File: src/rtl/ball_mover.sv
// Maze ball position controller: moves the ball one pixel per axis every SPEED_DIV
// frames, honouring wall contacts and screen bounds, and latches arrival in the goal box.
module ball_mover #(
    parameter int X_START   = 30,
    parameter int Y_START   = 30,
    parameter int BALL_W    = 10,
    parameter int SPEED_DIV = 2,
    parameter int TICK_LINE = 481,
    parameter int X_MIN     = 0,
    parameter int X_MAX     = 639,
    parameter int Y_MIN     = 0,
    parameter int Y_MAX     = 479,
    parameter int GOAL_X0   = 560,
    parameter int GOAL_X1   = 600,
    parameter int GOAL_Y0   = 400,
    parameter int GOAL_Y1   = 440
) (
    input  logic        clk,
    input  logic        reset,
    input  logic [10:0] hcounter,
    input  logic [10:0] vcounter,
    input  logic        move_right,
    input  logic        move_left,
    input  logic        move_up,
    input  logic        move_down,
    input  logic        stop_right,
    input  logic        stop_left,
    input  logic        stop_up,
    input  logic        stop_down,
    input  logic        restart,
    output logic [10:0] x_ball,
    output logic [10:0] y_ball,
    output logic [4:0]  ball_width,
    output logic        ball_enable,
    output logic        goal_reached,
    output logic        frame_tick
);
    localparam logic [10:0] L_X_START   = 11'(X_START);
    localparam logic [10:0] L_Y_START   = 11'(Y_START);
    localparam logic [10:0] L_BW        = 11'(BALL_W);
    localparam logic [4:0]  L_BW5       = 5'(BALL_W);
    localparam logic [3:0]  L_DIV_LAST  = 4'(SPEED_DIV - 1);
    localparam logic [10:0] L_TICK_LINE = 11'(TICK_LINE);
    localparam logic [10:0] L_X_MIN     = 11'(X_MIN);
    localparam logic [10:0] L_X_MAX     = 11'(X_MAX);
    localparam logic [10:0] L_Y_MIN     = 11'(Y_MIN);
    localparam logic [10:0] L_Y_MAX     = 11'(Y_MAX);
    localparam logic [10:0] L_GOAL_X0   = 11'(GOAL_X0);
    localparam logic [10:0] L_GOAL_X1   = 11'(GOAL_X1);
    localparam logic [10:0] L_GOAL_Y0   = 11'(GOAL_Y0);
    localparam logic [10:0] L_GOAL_Y1   = 11'(GOAL_Y1);

    typedef enum logic {
        S_PLAY = 1'b0,
        S_GOAL = 1'b1
    } state_t;

    state_t      r_state;
    state_t      w_state_next;
    logic [10:0] r_x;
    logic [10:0] r_y;
    logic [10:0] w_x_next;
    logic [10:0] w_y_next;
    logic [3:0]  r_div;
    logic [3:0]  w_div_next;
    logic        r_tick_d;
    logic        r_frame_tick;
    logic        r_goal;
    logic        w_tick_cond;
    logic [10:0] w_x_far;
    logic [10:0] w_y_far;
    logic        w_in_goal;
    logic        w_can_right;
    logic        w_can_left;
    logic        w_can_down;
    logic        w_can_up;

    assign w_tick_cond = (hcounter == 11'd0) && (vcounter == L_TICK_LINE);
    assign w_x_far     = r_x + L_BW - 11'd1;
    assign w_y_far     = r_y + L_BW - 11'd1;
    assign w_in_goal   = (r_x >= L_GOAL_X0) && (w_x_far <= L_GOAL_X1) &&
                         (r_y >= L_GOAL_Y0) && (w_y_far <= L_GOAL_Y1);

    // Walls are sampled only on the step cycle, when the position has been stable a frame.
    assign w_can_right = move_right & ~move_left & ~stop_right & (w_x_far < L_X_MAX);
    assign w_can_left  = move_left & ~move_right & ~stop_left & (r_x > L_X_MIN);
    assign w_can_down  = move_down & ~move_up & ~stop_down & (w_y_far < L_Y_MAX);
    assign w_can_up    = move_up & ~move_down & ~stop_up & (r_y > L_Y_MIN);

    // Next-state, frame divider and one-pixel step logic; restart overrides everything.
    always_comb begin
        w_state_next = r_state;
        w_x_next     = r_x;
        w_y_next     = r_y;
        w_div_next   = r_div;
        if (restart) begin
            w_state_next = S_PLAY;
            w_x_next     = L_X_START;
            w_y_next     = L_Y_START;
            w_div_next   = 4'd0;
        end else begin
            case (r_state)
                S_PLAY: begin
                    if (r_frame_tick && (r_div == L_DIV_LAST)) begin
                        w_div_next = 4'd0;
                        if (w_can_right) begin
                            w_x_next = r_x + 11'd1;
                        end else if (w_can_left) begin
                            w_x_next = r_x - 11'd1;
                        end else begin
                            w_x_next = r_x;
                        end
                        if (w_can_down) begin
                            w_y_next = r_y + 11'd1;
                        end else if (w_can_up) begin
                            w_y_next = r_y - 11'd1;
                        end else begin
                            w_y_next = r_y;
                        end
                    end else if (r_frame_tick) begin
                        w_div_next = r_div + 4'd1;
                    end else begin
                        w_div_next = r_div;
                    end
                    if (w_in_goal) begin
                        w_state_next = S_GOAL;
                    end else begin
                        w_state_next = S_PLAY;
                    end
                end
                S_GOAL: begin
                    w_state_next = S_GOAL;
                end
                default: begin
                    w_state_next = S_PLAY;
                end
            endcase
        end
    end

    // State, position and frame-tick edge detector registers.
    always_ff @(posedge clk) begin
        if (reset) begin
            r_state      <= S_PLAY;
            r_x          <= L_X_START;
            r_y          <= L_Y_START;
            r_div        <= 4'd0;
            r_tick_d     <= 1'b0;
            r_frame_tick <= 1'b0;
            r_goal       <= 1'b0;
        end else begin
            r_state      <= w_state_next;
            r_x          <= w_x_next;
            r_y          <= w_y_next;
            r_div        <= w_div_next;
            r_tick_d     <= w_tick_cond;
            r_frame_tick <= w_tick_cond & ~r_tick_d;
            r_goal       <= (w_state_next == S_GOAL);
        end
    end

    assign x_ball       = r_x;
    assign y_ball       = r_y;
    assign ball_width   = L_BW5;
    assign goal_reached = r_goal;
    assign frame_tick   = r_frame_tick;
    assign ball_enable  = (hcounter >= r_x) && (hcounter < r_x + L_BW) &&
                          (vcounter >= r_y) && (vcounter < r_y + L_BW);

endmodule
File: config.mk
export PLATFORM = sky130hd
export DESIGN_NAME = ball_mover
export DESIGN_NICKNAME = d
export VERILOG_FILES = /design/src/rtl/ball_mover.sv
export SDC_FILE = /design/constraint.sdc
export NUM_CORES = 1
export LEC_CHECK = 0
export ABC_AREA = 1
export CORE_MARGIN = 4
export CORE_UTILIZATION = 50
export DETAILED_ROUTE_END_ITERATION = 8
export GPL_ROUTABILITY_DRIVEN = 0
export HOLD_SLACK_MARGIN = 0.05
export PLACE_DENSITY_LB_ADDON = 0.08
export SYNTH_ARGS = -nofsm -noshare
export SYNTH_HDL_FRONTEND = slang
export SYNTH_SLANG_ARGS = --single-unit
File: constraint.sdc
create_clock -name clk -period 4.2 [get_ports clk]
set_input_delay 0.42 -clock clk [delete_from_list [all_inputs] [get_ports clk]]
set_output_delay 0.42 -clock clk [all_outputs]
set_load 0.1 [all_outputs]
Word level (Yosys, flattened, before mapping)
Index checks and enable logic that the tools add are counted.
{"block": "totals", "register_bits": 29, "in_bits": 33, "output_inout_bits": 30, "word_cells": 76}
{"block": "classes", "add_sub_neg": 9, "order_cmp": 12, "n_eq_ne": 2, "mux": 8, "bitwise_logic": 23, "reduce_logical": 16}
{"operator": "$mux W11", "n": 4}
{"operator": "$sub A11 B1 Y11 const B", "n": 4}
{"operator": "$add A11 B1 Y11 const B", "n": 2}
{"operator": "$add A11 B4 Y11 const B", "n": 2}
{"operator": "$ge A11 B11 Y1", "n": 2}
{"operator": "$gt A11 B1 Y1 const B", "n": 2}
{"operator": "$lt A11 B11 Y1", "n": 2}
{"operator": "$and A1 B1 Y1", "n": 13}
{"operator": "$eq A11 B9 Y1 const B", "n": 1}
{"operator": "$ge A11 B10 Y1 const B", "n": 1}
{"operator": "$ge A11 B9 Y1 const B", "n": 1}
{"operator": "$le A11 B10 Y1 const B", "n": 1}
{"operator": "$le A11 B9 Y1 const B", "n": 1}
{"operator": "$logic_not A11 Y1", "n": 1}
{"operator": "$lt A11 B10 Y1 const B", "n": 1}
{"operator": "$lt A11 B9 Y1 const B", "n": 1}
{"operator": "$not A1 Y1", "n": 10}
{"operator": "$logic_and A1 B1 Y1", "n": 8}
{"operator": "$mux W4", "n": 2}
{"operator": "$reduce_and A3 Y1", "n": 2}
{"operator": "$reduce_bool A2 Y1", "n": 3}
{"operator": "$add A4 B1 Y4 const B", "n": 1}
{"operator": "$eq A4 B1 Y1 const B", "n": 1}
{"operator": "$pmux W1 S2", "n": 1}
{"operator": "3 further kinds", "n": 3}

Depth between registers and ports, before layout
Gate-level depths: netlist (run 1).
{"block": "depth", "word_depth": 8, "depth_mapped": 29, "ltp_nobuf": 29}

Worst setup path after synthesis (run 1)
No wires, ideal clock.
{"block": "synth_path", "path_kind": "reg2reg", "startpoint": "register r_y[1], in the netlist y_ball[1]", "endpoint": "register r_y[9], in the netlist y_ball[9]", "setup_ns": 0.120, "t_arrival_ns": 4.243, "required_ns": 4.080, "path_slack_ns": -0.163, "stages_incl_launch_ff": 25, "path_buffers": 0, "period_less_slack_ns": 4.363, "path_cell_list": "dfxtp_1 ha_1 o21ai_2 nor2_1 nand3_1 nand2_2 inv_2 nor2_1 nand2_1 nand2_1 nand2_1 nor2_4 nand3_4 ha_1 nand3_1 nand2_1 a21o_1 a21oi_1 o21ai_0 nand2_1 nand2_1 a21oi_1 or2_2 a21oi_1 nor2_1"}
{"block": "synth_between", "elab_chain_len": 6, "elab_cells_between_ends": 12, "cone_classes": "4 x add/sub; 2 x order compare; 2 x mux; 2 x bitwise; 2 x reduce/logical"}
{"element": "start, declared", "line": "61", "rtl": "logic [10:0] r_y;"}
{"element": "start signal, assigned", "line": "154", "rtl": "r_y <= w_y_next;"}
{"element": "$add A11 B4 Y11", "line": "80", "rtl": "assign w_y_far = r_y + L_BW - 11'd1;"}
{"element": "$sub A11 B1 Y11", "line": "80"}
{"element": "$lt A11 B9 Y1", "line": "87", "rtl": "assign w_can_down = move_down & ~move_up & ~stop_down & (w_y_far < L_Y_MAX);"}
{"element": "$and A1 B1 Y1", "line": "87"}
{"element": "$reduce_bool A2 Y1 (no source line)"}
{"element": "$reduce_and A3 Y1 (no source line)"}
Parallel ways exist; a longest one is shown, timed or not. The select of a mux whose other input is x is not followed.
A chain may end at the register's enable or synchronous reset.

Final worst setup path (run 1)
{"block": "layout_path", "startpoint": "register r_x[1], in the netlist x_ball[1]", "endpoint": "register r_x[10], in the netlist x_ball[10]"}
{"block": "layout_between", "elab_chain_len": 6, "elab_cells_between_ends": 12, "cone_classes": "4 x add/sub; 2 x order compare; 2 x mux; 2 x bitwise; 2 x reduce/logical"}
{"element": "start, declared", "line": "60", "rtl": "logic [10:0] r_x;"}
{"element": "start signal, assigned", "line": "153", "rtl": "r_x <= w_x_next;"}
{"element": "$add A11 B4 Y11", "line": "79", "rtl": "assign w_x_far = r_x + L_BW - 11'd1;"}
{"element": "$sub A11 B1 Y11", "line": "79"}
{"element": "$lt A11 B10 Y1", "line": "85", "rtl": "assign w_can_right = move_right & ~move_left & ~stop_right & (w_x_far < L_X_MAX);"}
{"element": "$and A1 B1 Y1", "line": "85"}
{"element": "$reduce_bool A2 Y1 (no source line)"}
{"element": "$reduce_and A3 Y1 (no source line)"}
Parallel ways exist; a longest one is shown, timed or not. The select of a mux whose other input is x is not followed.

==> impl_metrics.yaml, run 1 <==
status:
  outcome: "completed"
timing:
  rsz0062_at_grt: "false"
  slew_violations: 0
  fmax_mhz: 262
  min_period_ns: 3.82
  hold_viol_final: 0
  skew_ns: 0.00486
  setup_viol: 0
  fin_tns_setup_ns: 0
  fin_crit_sh: 0.910
  whs_ns: 0.401
  slew_headroom: 0.334
  worst_slew_pin_slew_ns: 0.995
clock_tree:
  clkLatencyLatePin_ns: 0.28
  htree_levels: 2
  path_clk_slew_ns: 0.07
  cts_buffer_depth: 2
  clock_tree.root_cell: "clkbuf_8"
  ctsHoldBuffers: 0
  cts.sinks: 29
  tritoncts: "yes"
  numCtsBuffers: 5
detailed_routing:
  drt-met1-wl_um: 5530
  drc: 0
  viasPerCell: 5.42
  drtAntennaViolNets: 0
  first_iter_violations: 261
  wl_per_cell_um: 14.2
  met2_length_um: 5450
  dr.pass1.iters: 5
  wirelength_um: 11800
  vias: 4501
  top_layer_used: "met4"
  wl_met3_um: 598
pwr:
  leakage_nw: 2.40
  pwr_density_cell_mw_per_mm2: 148
  ir_drop_mv: 0.213
logic_synthesis:
  synth.area.mux_share: 0
  syn-instance-count: 658
  ys_warn_count: 0
  ys_seq_area_frac: 0.137
  synthTopCellsByArea: "ha_1 (20%), nand2_1 (14%), dfxtp_1 (14%)"
  synth_fa_ha_area_frac: 0.205
  synth_top_area_frac: 0.195
  synth-simple-area-share: 0.329
  syn_area_per_cell_um2: 6.43
  synth_edf_count: 0
  syn_area_mm2: 0.00423
  ys.flop_type: "dfxtp_1"
  async_flop_share: 0
  synth_area_leader_cell: "ha_1"
  ys_ff_latch: 29
  synth_top_family_by_area: "simple AND/OR/NAND/NOR gates"
  synth_xor_area_frac: 0.0642
  ys_types: 46
  synth-compound-area-share: 0.166
cells_and_area:
  area_delta_synth_final_pct: 20.7
  seq_area_um2: 587
  final_common_cell: "nand2_1"
  n_fill_cell: 786
  finalNetCount: 826
  final_cell_mix: "nand2_1 (156), inv_1 (83), ha_1 (65)"
  final_core_util: 0.621
  finalInstanceArea_mm2: 0.00511
  multi_input_area_mm2: 0.00329
  diodes: 0
  layout-drive-gt1-share: 0.0854
setup_path:
  crit_chain: "ha_2 -> nand2_1 -> nor2_1 -> nand3_1 -> nor2_1 -> nand4_1 -> nand2_1 -> inv_1 -> nand2_1 -> nand2_1 -> nor2_2 -> nand2_4 -> ha_1 -> a21oi_1 -> o21ai_0 -> nand2_1 -> o211ai_1 -> a31oi_1 -> nand3_1 -> nand2_1 -> inv_1 -> a21oi_1 -> nor2_1"
  path_delay_family: "simple AND/OR/NAND/NOR gates"
  path_max_fanout: 13
  worst-path-buf-inv: 2
  start_kind: "flop"
  slowest_delay_ns: 0.45
  cp.required_ns: 4.38
  arrival_ns: 4.01
  cp_common_cell: "nand2_1"
  critPathCaptureType: "flop"
  crit_path_top_delay_cell: "dfxtp_2"
  critical_path_class: "flop to flop"
global_route:
  grt_pass1_wl_um: 19400
  grt-ovfl-total: 0
  grt_pass1_vias: 4202
  grt_usage: 0.236
  grt_max_degree: 20
  grt_antenna_before_repair: 0
place:
  port_buffers: 57
  placed_cell_area_mm2: 0.00491
  place_hpwl_um: 9640
floorplanning:
  initial_core_util: 0.515
  die_h_um: 100
  io_pins: 63
  placementRows: 33
  dieArea_mm2: 0.0100
  die-width_um: 100
  core_mm2: 0.00822
flow_run:
  drv_cap: 0
hold_path:
  hold_class: "flop to flop"
==> cells by family (layout without fill, tap and decap cells) <==
family                   Yosys count  in the layout
AND/OR/NAND/NOR                  309            309
AO/OA/AOI/OAI                    121            121
buffers and inverters            101            166
adder cells (fa/ha/maj)           68             68
flip-flops                        29             29
XOR/XNOR                          28             28
other                              2              5
==> cell usage after synthesis (2+ instances only) <==
cell type  count
ha_1          66
clkinv_1       2
buf_2          2
nand4_1       13
nand2_2       11
nand3_1       43
a21oi_1       55
nand2_1      156
nor2_2         5
nand3b_1       3
o21ai_0       27
xnor2_1        8
nand2_4        3
inv_1         83
xor2_1        18
o21ai_1        7
conb_1         2
nor4_1         6
dfxtp_1       29
nor2_1        55
fa_1           2
o31ai_1        5
o211ai_1       8
buf_4          5
inv_2          6
a31oi_1        5
nor2_4         3
a21oi_4        2
o21bai_1       3
a21o_1         2
nor3_1         6
o41ai_1        3
==> state kept, by name (all words and copies together), names as in the netlist <==
register	flops
x_ball	11
y_ball	11
goal_reached	1
r_tick_d	1
r_div	4
frame_tick	1
==> per-layer routing <==
layer,GRT usage,vias up
li1,-,2317
met1,0.322,2025
met2,0.391,135
met3,0.0285,24
met4,0.0725,0
met5,0,-
==> worst reg2reg max path, cell delays in order, from the launching register on <==
cell	delay, ns
dfxtp_2	0.45
ha_2	0.26
nand2_1	0.06
nor2_1	0.17
nand3_1	0.19
nor2_1	0.22
nand4_1	0.10
nand2_1	0.14
inv_1	0.05
nand2_1	0.06
nand2_1	0.07
nor2_2	0.15
nand2_4	0.16
ha_1	0.35
a21oi_1	0.20
o21ai_0	0.16
nand2_1	0.09
o211ai_1	0.08
a31oi_1	0.31
nand3_1	0.15
nand2_1	0.09
inv_1	0.05
a21oi_1	0.11
nor2_1	0.05
==> per-stage QoR <==
step,total power [mW],std cells,setup WS (ns)
after floorplan,0.400,661,-0.0666
after global placement,0.455,818,0.308
after detailed placement,0.457,818,0.254
after CTS,0.756,826,0.237
after global routing,0.791,831,0.00234
final,0.755,831,0.376
==> repair_timing <==
| item | CTS | global route |
|---|---|---|
| resized for setup | 0 | 9 |
| setup buffers | 0 | 5 |
| setup endpoints to repair | 0 | 4 |
==> final cells by class <==
class,count,area share
well taps,105,0.0257
flip-flops and latches,29,0.115
clock buffers,5,0.0135
inverters,91,0.0669
clock inverters,3,0.00907
multi-input cells,531,0.644
repair buffers,67,0.126
==> power by group <==
group / switching, mW / internal (mW)
logic: 0.105 / 0.0763
clock network: 0.121 / 0.177
registers: 0.00000000408 / 0.274
total: 0.227 / 0.528
==> path summary, 6_finish.rpt <==
| check | cells past startpoint | to | start | slack [ns] |
|---|---|---|---|---|
| worst max register to register | 23 | x_ball[10] | x_ball[1] | 0.38 |
| worst min-delay path | 1 | frame_tick | r_tick_d | 0.40 |
| worst max-delay path | 23 | x_ball[10] | x_ball[1] | 0.38 |
| worst min register to register | 1 | frame_tick | r_tick_d | 0.40 |
No activity file was read; power rests on OpenSTA's default activity.
==> run 2, diff against run 1 <==
--- a/config.mk
+++ b/config.mk
@@ -12,6 +12,7 @@
 export GPL_ROUTABILITY_DRIVEN = 0
 export HOLD_SLACK_MARGIN = 0.05
 export PLACE_DENSITY_LB_ADDON = 0.08
+export SETUP_SLACK_MARGIN = 0.15
 export SYNTH_ARGS = -nofsm -noshare
 export SYNTH_HDL_FRONTEND = slang
 export SYNTH_SLANG_ARGS = --single-unit
==> run 2 against run 1 <==
Register-to-register slack gained 0.12 ns. Final cell count shrank 0.60%. First-iteration DRC count shrank 30%. Combinational power is essentially flat. Sequential power is essentially flat. Clock power grew 15%. Setup slack gained 0.12 ns. Clock skew grew 0.0062 ns. Clock-buffer cell count is the same. Maximum frequency grew 3.3%. Core utilization grew 0.15 points. Critical path depth grew 3. Largest cell class unchanged.
==> impl_metrics.yaml, run 2 (synthesis results as in run 1) <==
status:
  outcome: "completed"
timing:
  worst_slew_pin_slew_ns: 1.00
  whs_ns: 0.383
  setup_viol: 0
  rsz0062_at_grt: "false"
  setup_ws_ns: 0.499
  fin_crit_sh: 0.881
  skew_ns: 0.0111
  fmax_mhz: 270
  fin_tns_setup_ns: 0
  min_period_ns: 3.70
  hold_viol_final: 0
  slew_violations: 0
  slew_headroom: 0.328
floorplanning:
  placementRows: 33
  die-width_um: 100
  io_pins: 63
  dieArea_mm2: 0.0100
  core_mm2: 0.00822
  die_h_um: 100
  initial_core_util: 0.515
global_route:
  grt_pass1_vias: 4022
  grt_usage: 0.233
  grt_max_degree: 20
  grt_antenna_before_repair: 0
  grt-ovfl-total: 0
  grt_pass1_wl_um: 19100
hold_path:
  hold_class: "flop to flop"
pwr:
  pwr_density_cell_mw_per_mm2: 156
  leakage_nw: 2.39
  ir_drop_mv: 0.251
  power.total_uw: 801
setup_path:
  worst-path-buf-inv: 2
  cp.required_ns: 4.37
  critical_path_class: "flop to flop"
  path_max_fanout: 13
  slowest_delay_ns: 0.41
  start_kind: "flop"
  path_delay_family: "simple AND/OR/NAND/NOR gates"
  critPathCaptureType: "flop"
  arrival_ns: 3.87
  cp_common_cell: "nand2_1"
  crit_path_top_delay_cell: "dfxtp_4"
clock_tree:
  ctsHoldBuffers: 0
  htree_levels: 2
  clock_tree.root_cell: "clkbuf_8"
  numCtsBuffers: 5
  cts.sinks: 29
  cts_buffer_depth: 2
  path_clk_slew_ns: 0.07
  clkLatencyLatePin_ns: 0.29
  tritoncts: "yes"
detailed_routing:
  first_iter_violations: 184
  vias: 4476
  wirelength_um: 11700
  viasPerCell: 5.42
  drtAntennaViolNets: 0
  wl_per_cell_um: 14.2
  dr.pass1.iters: 4
  drc: 0
cells_and_area:
  area_delta_synth_final_pct: 21.0
  final_cell_mix: "nand2_1 (156), inv_1 (83), ha_1 (64)"
  layout-drive-gt1-share: 0.0874
  final_common_cell: "nand2_1"
  diodes: 0
  finalNetCount: 821
place:
  port_buffers: 57
  place_hpwl_um: 9610
  preCtsSetupSlack_ns: 0.303
flow_run:
  drv_cap: 0
==> run 2: cell count changes in the layout (fill, tap and decap cells not counted), sizes merged <==
cell,before,now
clkinvlp,1,0
bufinv,1,2
buf,11,6
==> run 2: per-stage QoR <==
step / utilization / cell area, um^2 / std cells
CTS: 0.612 / 5020 / 822
floorplan: - / 4250 / 661
global route: 0.623 / 5120 / 826
finish: 0.623 / 5120 / 826
global placement: 0.595 / 4890 / 814
detailed placement: 0.595 / 4890 / 814
==> run 2: power by group <==
group | switching [mW] | internal [mW] | leakage [nW]
Clock | 0.108 | 0.235 | 0.0681
Combinational | 0.107 | 0.0771 | 2.09
Sequential | 0.00000000453 | 0.274 | 0.233
Total | 0.215 | 0.586 | 2.39
==> run 2: repair_timing <==
| action | in CTS | in global routing |
|---|---|---|
| resized for setup | 0 | 13 |
| setup buffers | 0 | 4 |
| setup endpoints to repair | 0 | 7 |
==> run 2: final timing paths <==
path	end	startpoint	slack [ns]	depth (start not counted)
setup reg to reg	x_ball[7]	x_ball[1]	0.50	26
hold / removal	frame_tick	r_tick_d	0.38	1
setup / recovery	x_ball[7]	x_ball[1]	0.50	26
hold reg to reg	frame_tick	r_tick_d	0.38	1
==> run 2: layer usage <==
layer | global-route usage | wire length, um
met5 | 0 | 0
met4 | 0.0622 | 215
met3 | 0.0306 | 643
met2 | 0.368 | 5180
met1 | 0.334 | 5680
==> run 2: area by class of cell <==
type | count | area, um^2
clock inverter | 3 | 65.1
tap | 105 | 131
multi-input combinational | 531 | 3310
timing repair buffer | 62 | 606
clock buffer | 5 | 68.8
sequential | 29 | 592
fill | 792 | 3100
inverter | 91 | 342
